==> src/rtl/multiplier_control.sv <==
`default_nettype none
// ============================================================================
//  Module      : multiplier_control
//  Description : Sequencing FSM for the 8-bit signed add-shift multiplier.
//                Drives the register-unit strobes (ClrA, LoadB, LoadA, Shift)
//                and the adder add/subtract select. Performs N add/shift
//                iterations, subtracting on the final one for two's-complement
//                multiplier correction.
//                Optional build macro: MULT_SKIP_ADD_EN -- when defined, ADD
//                cycles whose multiplier bit M is 0 are skipped.
//  Revision    : 1.0 - initial release
// ============================================================================
module multiplier_control #(
    parameter int N = 8
) (
    input  logic Clk,
    input  logic Reset,
    input  logic Run,
    input  logic ClearA_LoadB,
    input  logic M,
    output logic ClrA,
    output logic LoadB,
    output logic LoadA,
    output logic Sub,
    output logic Shift,
    output logic Busy
);

    localparam int                 c_cnt_w = (N > 1) ? $clog2(N) : 1;
    localparam logic [c_cnt_w-1:0] c_last  = c_cnt_w'(N - 1);

    typedef enum logic [2:0] {
        S_IDLE  = 3'd0,
        S_CLEAR = 3'd1,
        S_ADD   = 3'd2,
        S_SHIFT = 3'd3,
        S_HOLD  = 3'd4
    } state_t;

    state_t               r_state;
    state_t               w_state_nxt;
    logic [c_cnt_w-1:0]   r_cnt;
    logic [c_cnt_w-1:0]   w_cnt_nxt;
    logic                 w_last;

    // Final iteration flag: selects subtract and ends the shift loop.
    assign w_last = (r_cnt == c_last);

    // State and iteration counter registers; reset abandons any sequence.
    always_ff @(posedge Clk or posedge Reset) begin
        if (Reset) begin
            r_state <= S_IDLE;
            r_cnt   <= '0;
        end else begin
            r_state <= w_state_nxt;
            r_cnt   <= w_cnt_nxt;
        end
    end

    // Next-state and strobe decode; Moore except LoadA (M) and the IDLE
    // ClrA/LoadB pair (ClearA_LoadB), which are gated off while in reset.
    always_comb begin
        w_state_nxt = r_state;
        w_cnt_nxt   = r_cnt;
        ClrA        = 1'b0;
        LoadB       = 1'b0;
        LoadA       = 1'b0;
        Sub         = 1'b0;
        Shift       = 1'b0;
        Busy        = 1'b0;
        case (r_state)
            S_IDLE: begin
                // Load request wins over start request.
                if (ClearA_LoadB) begin
                    ClrA  = ~Reset;
                    LoadB = ~Reset;
                end else if (Run) begin
                    w_state_nxt = S_CLEAR;
                end
            end
            S_CLEAR: begin
                ClrA      = 1'b1;
                Busy      = 1'b1;
                w_cnt_nxt = '0;
`ifdef MULT_SKIP_ADD_EN
                w_state_nxt = M ? S_ADD : S_SHIFT;
`else
                w_state_nxt = S_ADD;
`endif
            end
            S_ADD: begin
                Busy        = 1'b1;
                LoadA       = M;
                Sub         = w_last;
                w_state_nxt = S_SHIFT;
            end
            S_SHIFT: begin
                Busy  = 1'b1;
                Shift = 1'b1;
                if (w_last) begin
                    w_state_nxt = S_HOLD;
                end else begin
                    w_cnt_nxt = r_cnt + c_cnt_w'(1);
`ifdef MULT_SKIP_ADD_EN
                    w_state_nxt = M ? S_ADD : S_SHIFT;
`else
                    w_state_nxt = S_ADD;
`endif
                end
            end
            S_HOLD: begin
                // Held Run parks here so it cannot retrigger a multiply.
                Busy = 1'b1;
                if (!Run) begin
                    w_state_nxt = S_IDLE;
                end
            end
            default: begin
                w_state_nxt = S_IDLE;
                w_cnt_nxt   = '0;
            end
        endcase
    end

endmodule
`default_nettype wire

==> config.mk <==
export PLATFORM = sky130hd
export DESIGN_NAME = multiplier_control
export DESIGN_NICKNAME = d
export VERILOG_FILES = /design/src/rtl/multiplier_control.sv
export SDC_FILE = /design/constraint.sdc
export NUM_CORES = 1
export LEC_CHECK = 0
export CAP_MARGIN = 20
export CORE_AREA = 2 2 39 41
export CTS_BUF_LIST = sky130_fd_sc_hd__clkbuf_2
export DETAILED_ROUTE_END_ITERATION = 10
export DIE_AREA = 0 0 41 43
export DONT_BUFFER_PORTS = 1
export GPL_TIMING_DRIVEN = 0
export PLACE_DENSITY_LB_ADDON = 0.12
export SYNTH_ARGS = -nofsm -noshare
export SYNTH_HDL_FRONTEND = slang
export SYNTH_SLANG_ARGS = --single-unit
==> constraint.sdc <==
create_clock -name Clk -period 1.8 [get_ports Clk]
set_clock_uncertainty 0.05 [all_clocks]
set_input_delay 0.36 -clock Clk [delete_from_list [all_inputs] [get_ports Clk]]
set_output_delay 0.36 -clock Clk [all_outputs]
set_load 0.01 [all_outputs]
## Word-level counts from Yosys, hierarchy flattened

Cells that the tools add are included.

| storage, ports and cells | value |
|---|---|
| bits of input ports | 5 |
| register bits | 6 |
| word-level logic and storage cells | 33 |

| operators by class | value |
|---|---|
| add/subtract/negate cells | 1 |
| reduce and logical (&&, ||, !) cells | 5 |
| equal/unequal tests | 9 |
| bitwise operators | 2 |
| mux-type cells | 14 |

Operators by type and width:

| kind | number |
|---|---|
| 2-to-1 mux 3 bit | 5 |
| case mux 3 bit (5 select lines) | 1 |
| inequality test 2 bit (second input constant) | 4 |
| == test 3 x 2 -> 1 bit (second input constant) | 2 |
| == test 3 bit (second input constant) | 2 |
| 2-to-1 mux 1 bit | 6 |
| case mux 3 bit (2 select lines) | 1 |
| OR reduction 4 bit | 1 |
| adder 3 x 1 -> 3 bit (second input constant) | 1 |
| == test 3 x 1 -> 1 bit (second input constant) | 1 |
| logical NOT 3 bit | 1 |
| AND reduction 3 bit | 1 |
| OR reduction 3 bit | 1 |
| NOT 1 bit | 2 |
| case mux 1 bit (2 select lines) | 1 |
| AND reduction 2 bit | 1 |

## Logic depth before layout (Yosys ltp)

Gate-level depths: netlist of run 1.

| logic depth | value |
|---|---|
| word-level depth | 4 |
| gate-level depth with buffers | 5 |

## Least setup slack after synthesis of run 1

No wires, ideal clock.

| timing | value |
|---|---|
| kind | register to output |
| from | register r_cnt[0] |
| to | output Sub |
| arrival | 1.079 ns |
| path slack | 0.311 ns |
| stages on the path, launching flop included | 5 |
| path through | dfrtp_1 ha_1 ha_1 nand2_1 nor3_1 |

| between the ends | value |
|---|---|
| cells in the longest elaborated chain, start to end | 2 |

Ends and longest elaborated chain:

| item | RTL line | RTL |
|---|---|---|
| from (decl) | 42 | `logic [c_cnt_w-1:0] r_cnt;` |
| from (signal assigned) | 56 | `r_cnt <= w_cnt_nxt;` |
| == test 3 bit | 47 | `assign w_last = (r_cnt == c_last);` |
| 2-to-1 mux 1 bit | 71 | `case (r_state)` |
| to (decl) | 24 | `output logic Sub,` |

No other way between the ends.

## Final worst setup path of run 1

Same ends and word-level chain as after synthesis.

==> results of run 1 <==
==> where the power goes <==
part | internal (mW) | switching (mW) | leakage (nW)
clock network | 0.0450 | 0.0418 | 0.0125
registers | 0.196 | 0.0786 | 0.0719
logic | 0.176 | 0.175 | 0.117
==> path summary, 6_finish.rpt <==
path                                      startpoint  depth (start not counted)                      to  slack (ns)
worst max-delay path            r_cnt[0]$_DFFE_PP0P_                          4                     Sub         0.1
worst min-delay path                             Run                          2  r_state[2]$_DFFE_PP0P_        0.27
worst max register to register  r_cnt[0]$_DFFE_PP0P_                          5    r_cnt[0]$_DFFE_PP0P_        0.32
worst min register to register  r_cnt[2]$_DFFE_PP0P_                          1    r_cnt[2]$_DFFE_PP0P_        0.47
max in group asynchronous                      Reset                          2    r_cnt[1]$_DFFE_PP0P_        0.96
min in group asynchronous                      Reset                          2  r_state[1]$_DFFE_PP0P_        0.52
==> placed cells by master (no fill, tap or decap) <==
master,count
inv_1,2
mux2_4,1
and4_1,1
nand2b_4,1
dfrtp_1,6
xnor2_1,1
nand3_1,1
nor3_2,1
ha_1,2
o21ai_0,1
a21oi_1,2
nor3_1,3
and3_2,1
buf_12,1
a22o_1,2
and3_1,1
o21ai_2,1
nand2_1,1
dlygate4sd3_1,1
nor3_4,1
a21o_1,1
clkbuf_2,3
inv_2,1
nor2_1,3
==> state kept, by name (all words and copies together), names as in the netlist <==
register	cells
r_state	3
r_cnt	3
==> metrics by stage <==
stage / hold WS (ns) / utilization [%]
after detailed placement: 0.158 / 28.3
after global routing: 0.277 / 30.5
after global placement: 0.150 / 28.3
after CTS: 0.270 / 30.5
final: 0.274 / 30.5
after floorplan: 0.115 / -
==> layer usage <==
layer	vias to the layer above	GRT usage, %	wire (um)	part of all wire [%]
met2	7	13.8	327	48
met1	131	11.6	282	41
li1	133	-	-	-
met3	2	4.71	68	10
met4	0	6.00	4	0.59
met5	-	0	0	0
==> what timing repair did <==
item / CTS / global route
hold buffers: 1 / 0
resized for setup: 1 / 0
hold endpoints to repair: 6 / 0
endpoints found under the setup margin: 1 / 0
==> layout make-up <==
type	count	area (sq um)	area share, %
multi-input cells	25	195	46.3
flip-flops and latches	6	150	35.6
plain buffers	1	20.0	4.75
well taps	16	20.0	4.75
clock buffers	3	15.0	3.56
inverters	3	11.3	2.67
repair buffers	1	10.0	2.37
==> cell families after synthesis <==
kind of cell,after synthesis,synth area share (%)
buffers and inverters,4,8.42
multiplexers,1,4.04
AO/OA/AOI/OAI,7,13.1
AND/OR/NAND/NOR,14,24.9
adder cells (fa/ha/maj),2,6.73
flip-flops,6,40.4
XOR/XNOR,1,2.36
==> qor.txt, run 1 <==
Total Routing Usage GR: 9.83%
Die Area: 1760 sq um
Final ANT Viol Nets: 0
Net Count, Synth: 42
Root Buffer Master: clkbuf_2
sequential fraction of the synthesis area: 40.4%
largest stage delay on the critical path: 0.37 ns
FFs w/ async S/R, synth: 100%
GPL Wtd Cong: 0.614
wire per inst: 12.4 um
HPWL after DPL: 529 um
DRC: 0
Slew @ Worst Pin: 0.365 ns
CP bufs+invs: 0
clock buffer depth: 2
max-cap viol count: 0
Primary FF master, synth: dfrtp_1
number of synthesized flops with an enable pin: 0
fmax: 587 MHz
vias: 273
synth warn: 0
Inserted Clock Buffers: 3
die width: 41 um
Syn-to-layout area delta: 13.5%
slew margin rel.: 75.5%
crit share post-route: 94.7%
status: completed
min Tclk post-route: 1.70 ns
CTS tree: built
Max Slew Vio Count: 0
core box area: 1380 sq um
total gr overflow: 0
post-place setup slack: 0.205 ns
Pleak: 0.202 nW
initial antenna violation count: 0
setup bufs post-CTS: 0
# clock sinks: 6
CP delay by family, top: adder cells
Synth Cell Area: 372 sq um
I/O pins: 11
Clk Latency, worst-skew pair: 0.21 ns
endpoint type of the worst setup path: output pin
post-synth top area share: 40.4%
peak supply drop: 0.580 mV
Critical Path AT: 1.29 ns
Post-Syn Instances: 35
Total Power: 0.712 mW
placed insts: 51
RSZ-0062 raised after global routing: false
largest net degree at the start of global routing: 11
setup TNS: 0 ns
Final Hold Violating Endpoints: 0
share of cells above drive strength 1: 28.2%
Final #Nets: 48
diodes inserted: 0
htree depth: 1
drt pass-1 iters: 2
drt first-iter violations: 6
via/cell ratio: 4.96
Rows: 14
Synth area leaders: dfrtp_1 40%, ha_1 6.7%, buf_12 5.4%
unique cell type count in the Yosys netlist: 21
WP data required: 1.39 ns
Power per Cell Area: 1690 nW/um^2
Commonest cells post-synth: 6 x dfrtp_1, 4 x nor3_1, 3 x nor2_1
WS Path Type: reg -> out
Setup violations, final: 0
most frequent CP cell: ha_1
Avg Synthesized Cell Area: 10.6 sq um
crit path cell chain: ha_1, ha_1, nand2_1, nor3_2
PortBufs: 0
CP max-delay cell: dfrtp_1
Die Ht: 43 um
Worst Hold Class: in -> reg
Final Non-Filler Cells: 55
Setup WS post-layout: 0.0960 ns
total wire length: 682 um
vias in the first global route: 274
design area: 422 sq um
initial core utilization: 26.9%
CP Launch Type: flop
#FFs+latches synth: 6
# fillers: 149
Post-DP Area: 392 sq um
clock-pin slew on the worst setup and hold paths: 0.05 ns
top cell type by total area after synthesis: dfrtp_1
top-count cell post-synth: dfrtp_1
first-pass GRT wire length: 1120 um
CP max FO: 3
Power figures use the tool's default switching activity.
==> inputs of run 2 (changes only) <==
- CAP_MARGIN: 20 -> 10
==> results of run 2 <==
Same layout as run 1: the final DEF is identical, and so are final timing and power.
==> inputs of run 3 (changes only) <==
- GPL_TIMING_DRIVEN: 0 -> default
==> run 3 against run 2 <==
  * Final cell count unchanged
  * Hold slack about the same
  * Critical endpoint unchanged
  * Sequential share of layout area up 0.32 points
  * Via count up 2.2%
==> qor.txt, run 3 (synthesis gave the netlist of run 1 again) <==
Reg area: 150 sq um (unchanged)
wire per inst: 12.7 um (+2.3%)
R2R Setup Slk: 0.31 ns (about the same)
initial core utilization: 26.9% (unchanged)
CP Launch Type: flop
crit path cell chain: ha_1, ha_2, nand2_1, nor3_4
Setup violations, final: 0 (unchanged)
fmax: 594 MHz (+1.3%)
I/O pins: 11 (unchanged)
Total Power: 0.718 mW (+0.85%)
largest stage delay on the critical path: 0.37 ns (about the same)
slew margin rel.: 73.9% (-1.6 points)
Worst Hold Class: in -> reg
setup bufs post-CTS: 0 (unchanged)
DRC: 0 (unchanged)
design area: 418 sq um (-0.89%)
Hold Crit Start: Run
uppermost layer routed: met3
min Tclk post-route: 1.68 ns (-0.0217 ns)
peak supply drop: 0.628 mV (+8.3%)
vias in the first global route: 267 (-2.6%)
area of the multi-input gates: 204 sq um (+4.5%)
total gr overflow: 0 (unchanged)
most common cell after layout, fill and taps aside: dfrtp_1
WP data required: 1.39 ns (about the same)
met3 WL: 78 um (+15%)
Rows: 14 (unchanged)
# fillers: 151 (+1.3%)
htree depth: 1 (unchanged)
Max Slew Vio Count: 0 (unchanged)
hold_ws: 0.274 ns (-0.00000900 ns)
drt first-iter violations: 1 (-5)
largest net degree at the start of global routing: 11 (unchanged)
# clock sinks: 6 (unchanged)
CP max FO: 3 (unchanged)
max-cap viol count: 0 (unchanged)
HPWL after DPL: 576 um (+9.0%)
leading registers by flop count: r_cnt: 3 flops, r_state: 3 flops
most frequent cells in the layout: 6 x dfrtp_1, 3 x nor3_1, 3 x nor2_1, 3 x clkbuf_2
PortBufs: 0 (unchanged)
GPL Wtd Cong: 0.593 (-3.4%)
via/cell ratio: 5.07 (+2.2%)
core box area: 1380 sq um (unchanged)
diodes inserted: 0 (unchanged)
die width: 41 um (unchanged)
setup TNS: 0 ns (unchanged)
CTS tree: built
Root Buffer Master: clkbuf_2
clock-pin slew on the worst setup and hold paths: 0.05 ns (about the same)
Critical Path AT: 1.27 ns (-0.02 ns)
vias: 279 (+2.2%)
drt pass-1 iters: 2 (unchanged)
status: completed
Pleak: 0.193 nW (-4.1%)
clock buffer depth: 2 (unchanged)
Total Routing Usage GR: 10.1% (+0.23 points)
r2r startpoint: r_cnt[0]$_DFFE_PP0P_
RSZ-0062 raised after global routing: false
crit path from: r_cnt[0]$_DFFE_PP0P_
met2 wire len: 356 um (+8.9%)
WS Path Type: reg -> out
Power per Cell Area: 1720 nW/um^2 (+1.8%)
Post-DP Area: 379 sq um (-3.2%)
total wire length: 698 um (+2.3%)
Final #Nets: 48 (unchanged)
initial antenna violation count: 0 (unchanged)
endpoint type of the worst setup path: output pin
crit share post-route: 93.5% (-1.2 points)
Syn-to-layout area delta: 12.5%
Slew @ Worst Pin: 0.392 ns (+0.0269 ns)
CP max-delay cell: dfrtp_1
Die Ht: 43 um (unchanged)
Die Area: 1760 sq um (unchanged)
WL met1: 263 um (-6.7%)
first-pass GRT wire length: 1140 um (+1.9%)
Inserted Clock Buffers: 3 (unchanged)
Final Hold Violating Endpoints: 0 (unchanged)
Clk Latency, worst-skew pair: 0.21 ns (about the same)
Final ANT Viol Nets: 0 (unchanged)
share of cells above drive strength 1: 30.8% (+2.6 points)
## run 3: cell counts in the layout (fill, tap and decap cells not counted)
Identical to the previous run, type by type.
## run 3: critical path, delay by kind of cell, from the launching register on
| kind | cells | cell delay [ns] |
|---|---|---|
| adders and majority gates | 2 | 0.37 |
| DFF | 1 | 0.37 |
| and+or+nand+nor | 2 | 0.31 |
## run 3: worst paths after layout
check                                    endpoint  depth (start not counted)
max                                           Sub                          4
min                        r_state[2]$_DFFE_PP0P_                          2
max reg2reg                  r_cnt[0]$_DFFE_PP0P_                          5
min reg2reg                  r_cnt[1]$_DFFE_PP0P_                          1
max in group asynchronous  r_state[1]$_DFFE_PP0P_                          3
min in group asynchronous    r_cnt[0]$_DFFE_PP0P_                          3
## run 3: repair_timing
item | in CTS | in global routing
hold buffers | 0 | 1
setup endpoints to repair | 1 | 1
endpoints found under the hold margin | 0 | 3
gates resized for setup | 1 | 2
## run 3: layout make-up
class                   count  share of cell area, %
clock buffers               3                   3.59
inverters                   3                   2.69
multi-input cells          25                   48.8
flip-flops and latches      6                   35.9
well taps                  16                   4.79
repair buffers              2                   4.19
## run 3: per-stage QoR
step                instances  util [%]  worst slack (ns)
floorplan                  35         -             0.311
detailed placement         51      27.4             0.202
CTS                        54      28.8            0.0487
global placement           51      27.4             0.204
finish                     55      30.2             0.118
global route               55      30.2            0.0155
## run 3: routing by layer
layer / up-vias / GRT usage, %
met4: 0 / 4.00
met2: 10 / 15.6
met5: - / 0
li1: 135 / -
met3: 0 / 6.28
met1: 134 / 10.4
## run 3: report_power, final
| part | switching [mW] | total [mW] | internal, mW |
|---|---|---|---|
| logic | 0.175 | 0.345 | 0.169 |
| clock network | 0.0443 | 0.0893 | 0.0450 |
| registers | 0.0890 | 0.284 | 0.195 |
